**config.mk**
```make
export PLATFORM = sky130hd
export DESIGN_NAME = timing_loop_nco
export DESIGN_NICKNAME = d
export VERILOG_FILES = /design/src/rtl/timing_loop_nco.sv
export SDC_FILE = /design/constraint.sdc
export NUM_CORES = 1
export LEC_CHECK = 0
export CORE_MARGIN = 5
export CORE_UTILIZATION = 30
export CTS_CLUSTER_DIAMETER = 60
export DETAILED_ROUTE_END_ITERATION = 6
export SYNTH_ARGS = -nofsm -noshare
export SYNTH_HDL_FRONTEND = slang
export SYNTH_SLANG_ARGS = --single-unit
```
**constraint.sdc**
```tcl
create_clock -name clk -period 7 [get_ports clk]
set_clock_uncertainty 0.05 [all_clocks]
set_input_delay 1.4 -clock clk [delete_from_list [all_inputs] [get_ports clk]]
set_output_delay 1.4 -clock clk [all_outputs]
set_load 0.005 [all_outputs]
```
**src/rtl/timing_loop_nco.sv**
```systemverilog
// ---------------------------------------------------------------------------
// timing_loop_nco
//
// Closes the MSK symbol-timing recovery loop. The Gardner timing error is
// filtered by a PI loop filter whose registered output steers the increment
// of a phase-accumulator NCO. Each accumulator wrap produces a one-cycle
// symbol strobe plus the fractional residual (mu) for the interpolator.
//
// reset_n is assumed to be released synchronously to clk by the upstream
// reset tree; assertion is asynchronous.
//
// Ports
//   clk          in   1    sample clock, rising edge
//   reset_n      in   1    asynchronous active-low reset
//   e_in         in   WE   signed Gardner timing error
//   e_valid_i    in   1    e_in qualifier (single-cycle pulses)
//   iq_val       in   1    sample valid; NCO advances only when high
//   loop_en_i    in   1    0 = open loop (nominal rate), 1 = closed loop
//   sym_valid_o  out  1    one-cycle symbol strobe
//   mu_o         out  WMU  phase residual captured at the strobing wrap
//   ctrl_o       out  WA   signed registered loop-filter output
// ---------------------------------------------------------------------------
module timing_loop_nco #(
    parameter int OSF        = 20,
    parameter int WE         = 18,
    parameter int WA         = 24,
    parameter int WP         = 32,
    parameter int WMU        = 16,
    parameter int KP_SHIFT   = 4,
    parameter int KI_SHIFT   = 8,
    parameter int CTRL_SHIFT = 8
) (
    input  logic                 clk,
    input  logic                 reset_n,
    input  logic signed [WE-1:0] e_in,
    input  logic                 e_valid_i,
    input  logic                 iq_val,
    input  logic                 loop_en_i,
    output logic                 sym_valid_o,
    output logic [WMU-1:0]       mu_o,
    output logic signed [WA-1:0] ctrl_o
);

    // Nominal increment rounded up, so the open-loop residual creeps
    // forward by a few LSBs per symbol instead of slipping backwards.
    localparam logic signed [WP+1:0] NOM =
        (WP+2)'(((64'd1 << WP) + 64'(OSF) - 64'd1) / 64'(OSF));
    localparam logic signed [WP+1:0] INC_MIN = NOM >>> 1;
    localparam logic signed [WP+1:0] INC_MAX = NOM + (NOM >>> 1);

    // Symmetric saturation limits expressed at the WA+1-bit sum width.
    localparam logic signed [WA:0] SAT_POS = {2'b00, {(WA-1){1'b1}}};
    localparam logic signed [WA:0] SAT_NEG = -SAT_POS;

    function automatic logic signed [WA-1:0] sat(input logic signed [WA:0] v);
        if (v > SAT_POS)      return SAT_POS[WA-1:0];
        else if (v < SAT_NEG) return SAT_NEG[WA-1:0];
        else                  return v[WA-1:0];
    endfunction

    logic signed [WA-1:0] r_integ;
    logic signed [WA-1:0] r_ctrl;
    logic [WP-1:0]        r_acc;
    logic                 r_sym_valid;
    logic [WMU-1:0]       r_mu;

    // ---------------- loop filter ----------------
    logic signed [WA-1:0] w_ex;
    logic signed [WA-1:0] w_ki;
    logic signed [WA-1:0] w_kp;
    logic signed [WA:0]   w_integ_sum;
    logic signed [WA-1:0] w_integ_n;
    logic signed [WA:0]   w_ctrl_sum;
    logic signed [WA-1:0] w_ctrl_n;

    assign w_ex        = {{(WA-WE){e_in[WE-1]}}, e_in};
    assign w_ki        = w_ex >>> KI_SHIFT;
    assign w_kp        = w_ex >>> KP_SHIFT;
    assign w_integ_sum = {r_integ[WA-1], r_integ} + {w_ki[WA-1], w_ki};
    assign w_integ_n   = sat(w_integ_sum);
    // Proportional path adds to the freshly updated integrator value.
    assign w_ctrl_sum  = {w_kp[WA-1], w_kp} + {w_integ_n[WA-1], w_integ_n};
    assign w_ctrl_n    = sat(w_ctrl_sum);

    // ---------------- NCO ----------------
    logic signed [WP+1:0] w_ctrl_ext;
    logic signed [WP+1:0] w_inc_raw;
    logic signed [WP+1:0] w_inc_c;
    logic [WP:0]          w_acc_sum;
    logic                 w_unused_inc_msbs;

    // The NCO always sees the registered control word, i.e. the value
    // before any loop-filter update happening on the same edge.
    assign w_ctrl_ext = {{(WP+2-WA){r_ctrl[WA-1]}}, r_ctrl};
    assign w_inc_raw  = NOM + (w_ctrl_ext <<< CTRL_SHIFT);

    always_comb begin
        // NOTE: assign a default before any conditional update so every path
        // drives the signal and no latch is inferred.
        w_inc_c = w_inc_raw;
        if (w_inc_raw < INC_MIN)      w_inc_c = INC_MIN;
        else if (w_inc_raw > INC_MAX) w_inc_c = INC_MAX;
    end

    // After clamping the increment is positive and below 2^WP, so the two
    // top bits are always zero.
    assign w_unused_inc_msbs = ^w_inc_c[WP+1:WP];
    assign w_acc_sum         = {1'b0, r_acc} + {1'b0, w_inc_c[WP-1:0]};

    // NOTE: sequential state uses non-blocking assignments so every register
    // samples the pre-edge values of the others.
    always_ff @(posedge clk or negedge reset_n) begin
        if (!reset_n) begin
            r_integ     <= '0;
            r_ctrl      <= '0;
            r_acc       <= '0;
            r_sym_valid <= 1'b0;
            r_mu        <= '0;
        end else begin
            // Open loop wins over a coincident error sample.
            if (!loop_en_i) begin
                r_integ <= '0;
                r_ctrl  <= '0;
            end else if (e_valid_i) begin
                r_integ <= w_integ_n;
                r_ctrl  <= w_ctrl_n;
            end

            if (iq_val) begin
                r_acc       <= w_acc_sum[WP-1:0];
                r_sym_valid <= w_acc_sum[WP];
                if (w_acc_sum[WP]) begin
                    r_mu <= w_acc_sum[WP-1 -: WMU];
                end
            end else begin
                r_sym_valid <= 1'b0;
            end
        end
    end

    assign sym_valid_o = r_sym_valid;
    assign mu_o        = r_mu;
    assign ctrl_o      = r_ctrl;

endmodule

```
==> impl_metrics.csv <==
group,metric,value,unit
run_status,run_status,"completed",
placed_design,io_buffers,59,
logic_synthesis,ys.warnings.count,0,
placed_design,gp_congestion,0.9030,
route,vias,10520,
timing,setup_viol,0,
logic_synthesis,synth_cells,1236,
route,drc,0,
setup_path,worst-path-stages,26,
setup_path,crit_family,"compound AO/OA/AOI/OAI gates",
run,max-cap-violations,0,
clock_tree,cts_hold_buf,0,
placed_design,dpl_cell_area,12870,um^2
logic_synthesis,synth-async-reset-ratio,100.0,%
logic_synthesis,synthFlopType,"dfrtp_1",
die,num_rows,67,
logic_synthesis,synth_edf_count,0,
timing,hold_viol,0,
die,initial_core_util,30.17,%
cells_and_area,final_cell_mix,"buf_4, nand2_1, dfrtp_1",
die,dieArea,37320,um^2
timing,fin_tns_setup,0,ns
global_routing,grt_max_degree,66,
hold_path,hold_class,"flip-flop to flip-flop",
die,ioPinCount,64,
route,wl_per_cell,16.12,um
timing,finalCriticalPeriod,6.949,ns
cells_and_area,area_growth,37.30,%
clock_tree,path_clk_slew,0.07,ns
clock_tree,insertion_delay,0.36,ns
clock_tree,clock-sinks,97,
global_routing,track_usage,16.82,%
clock_tree,htree_levels,3,
hold_path,holdPathStages,2,
setup_path,arrival,7.11,ns
clock_tree,cts_root_buf,"clkbuf_16",
global_routing,gr-total-overflow,0,
setup_path,startpoint_type,"primary input",
setup_path,criticalPathCategory,"primary input to flip-flop",
global_routing,antenna_found_initial,0,
timing,worst_slew_pin_slew,0.8881,ns
setup_path,worstPathMaxFanout,8,
route,viasPerCell,5.342,
setup_path,worstSetupEndpointType,"flip-flop",
timing,drv_slew,0,
placed_design,hpwlAfterDp,24660,um
setup_path,cp_num_buf_inv,7,
cells_and_area,n_fill_cell,3355,
cells_and_area,drive_above_1_share,28.06,%
route,antenna_left,0,
global_routing,grt_pass1_wl,51540,um
setup_path,rr_worst_depth,22,
clock_tree,cts_tree,"done",
die,fp.dieW,193.2,um
timing,period_share,99.26,%
timing,timing.fmax,143.9,MHz
logic_synthesis,synth_cell_types,89,
die,core_area,33360,um^2
timing,rsz0062_at_grt,"yes",
logic_synthesis,ys_seq_elements,97,
logic_synthesis,syn_area_per_cell,8.144,um^2
cells_and_area,fin_nets,1626,
logic_synthesis,seq_area_frac_synth,24.11,%
clock_tree,clockBufferDepth,2,
route,wl,31760,um
setup_path,cpMaxStageDelayCell,"or4b_4",
logic_synthesis,synth.cell_area,10070,um^2
route,drt_iter0_drc,568,
timing,slew_headroom,40.79,%
setup_path,crit_top_cell,"buf_4",
global_routing,grt_pass1_vias,10280,
die,die_h,193.2,um
cells_and_area,num_antenna_cells,0,
setup_path,slowest_delay,0.55,ns
route,dr.pass1.iters,5,
cells_and_area,stdcell_area,13820,um^2
clock_tree,cts-buffers-inserted,9,
cells_and_area,mostFrequentLayoutCell,"buf_4",
setup_path,critical_path_required,7.16,ns
## repair_timing
action | in CTS | in global routing
pin swaps | 28 | 22
setup endpoints to repair | 24 | 31
hold endpoints to repair | 0 | 0
gates cloned | 1 | 0
resized for setup | 61 | 58
buffers inserted | 13 | 9
## synth_stat cells (11+ instances only)
cell type / instances / area [um^2]
nor2b_1: 12 / 75.07
nand4_1: 14 / 87.58
nand2b_1: 12 / 75.07
a31oi_1: 13 / 81.33
o21bai_1: 13 / 97.59
mux2_2: 43 / 484.2
and2_1: 11 / 68.82
clkbuf_1: 51 / 191.4
a21o_1: 29 / 217.7
o21ai_0: 77 / 385.4
xor2_1: 34 / 297.8
and3_1: 12 / 75.07
nand2_1: 109 / 409.1
ha_1: 82 / 1026
inv_1: 43 / 161.4
o311ai_0: 25 / 219.0
a21oi_1: 105 / 525.5
o22ai_1: 26 / 162.7
o211ai_1: 15 / 112.6
nor2_1: 99 / 371.6
nand3_1: 28 / 140.1
xnor2_1: 46 / 402.9
o21a_1: 14 / 105.1
dfrtp_1: 97 / 2427
a211oi_1: 20 / 150.1
nor3_1: 27 / 135.1
## worst register-to-register path, stage by stage (launching register included)
cell	delay [ns]
dfrtp_1	0.49
inv_1	0.10
ha_1	0.28
and3b_1	0.27
o311ai_4	0.33
a21o_1	0.33
a21oi_1	0.15
xor2_1	0.20
o311ai_0	0.47
a31oi_1	0.15
buf_4	0.17
nor3_2	0.47
inv_1	0.19
fa_1	0.50
a211oi_1	0.35
o21ai_0	0.19
a21bo_2	0.26
a32oi_1	0.32
a21bo_2	0.24
nor3_1	0.08
o31ai_2	0.21
inv_1	0.26
mux2_2	0.34
## final cells by class
cell class,instances,area [um^2],share of cell area (%)
flip-flops and latches,97,2427,17.56
well taps,448,560.5,4.056
inverters,43,161.4,1.168
clock inverters,5,63.81,0.4617
clock buffers,10,239.0,1.729
multi-input cells,1035,7694,55.67
repair buffers,332,2675,19.36
## state kept, by name, indices dropped and copies added, names as in the netlist
register     flops
ctrl_o          24
r_integ         24
sym_valid_o      1
mu_o            16
r_acc           32
## final timing paths
| check | start | to | slack (ns) |
|---|---|---|---|
| min in group asynchronous | reset_n | mu_o[1]$_DFFE_PN0P_ | 0.92 |
| hold / removal | mu_o[6]$_DFFE_PN0P_ | mu_o[6]$_DFFE_PN0P_ | 0.43 |
| hold reg to reg | mu_o[6]$_DFFE_PN0P_ | mu_o[6]$_DFFE_PN0P_ | 0.43 |
| max in group asynchronous | reset_n | ctrl_o[17]$_DFFE_PN0P_ | 4.75 |
| setup reg to reg | ctrl_o[2]$_DFFE_PN0P_ | mu_o[7]$_DFFE_PN0P_ | 0.49 |
| setup / recovery | e_in[8] | ctrl_o[5]$_DFFE_PN0P_ | 0.05 |
## layer usage
layer | vias up | GRT usage [%] | part of all wire [%]
li1 | 5228 | - | -
met1 | 5036 | 21.99 | 45
met2 | 212 | 29.09 | 49
met3 | 47 | 2.665 | 4.0
met4 | 0 | 4.276 | 2.2
met5 | - | 0 | 0
## metrics by stage
step / worst slack [ns] / hold slack (ns) / std cells / utilization [%]
global route: -0.1494 / 0.4713 / 1970 / 41.42
global placement: -1.102 / 0.4161 / 1933 / 38.57
finish: 0.05146 / 0.4309 / 1970 / 41.42
CTS: 0.005728 / 0.4406 / 1961 / 40.38
detailed placement: -1.131 / 0.4234 / 1933 / 38.57
floorplan: 0.01462 / 0.4196 / 1238 / -
## kinds of logic after synthesis
group	synth area share, %
DFF	24.11
buffers and inverters	4.350
xor gates and xnor gates	6.961
adders and majority gates	11.58
AOI/OAI and AO/OA	29.25
muxes	5.308
other	0.03725
and+or+nand+nor	18.40
Power is not shown: default switching activity piles up to over one toggle a cycle in this logic, so the estimate is an artifact.
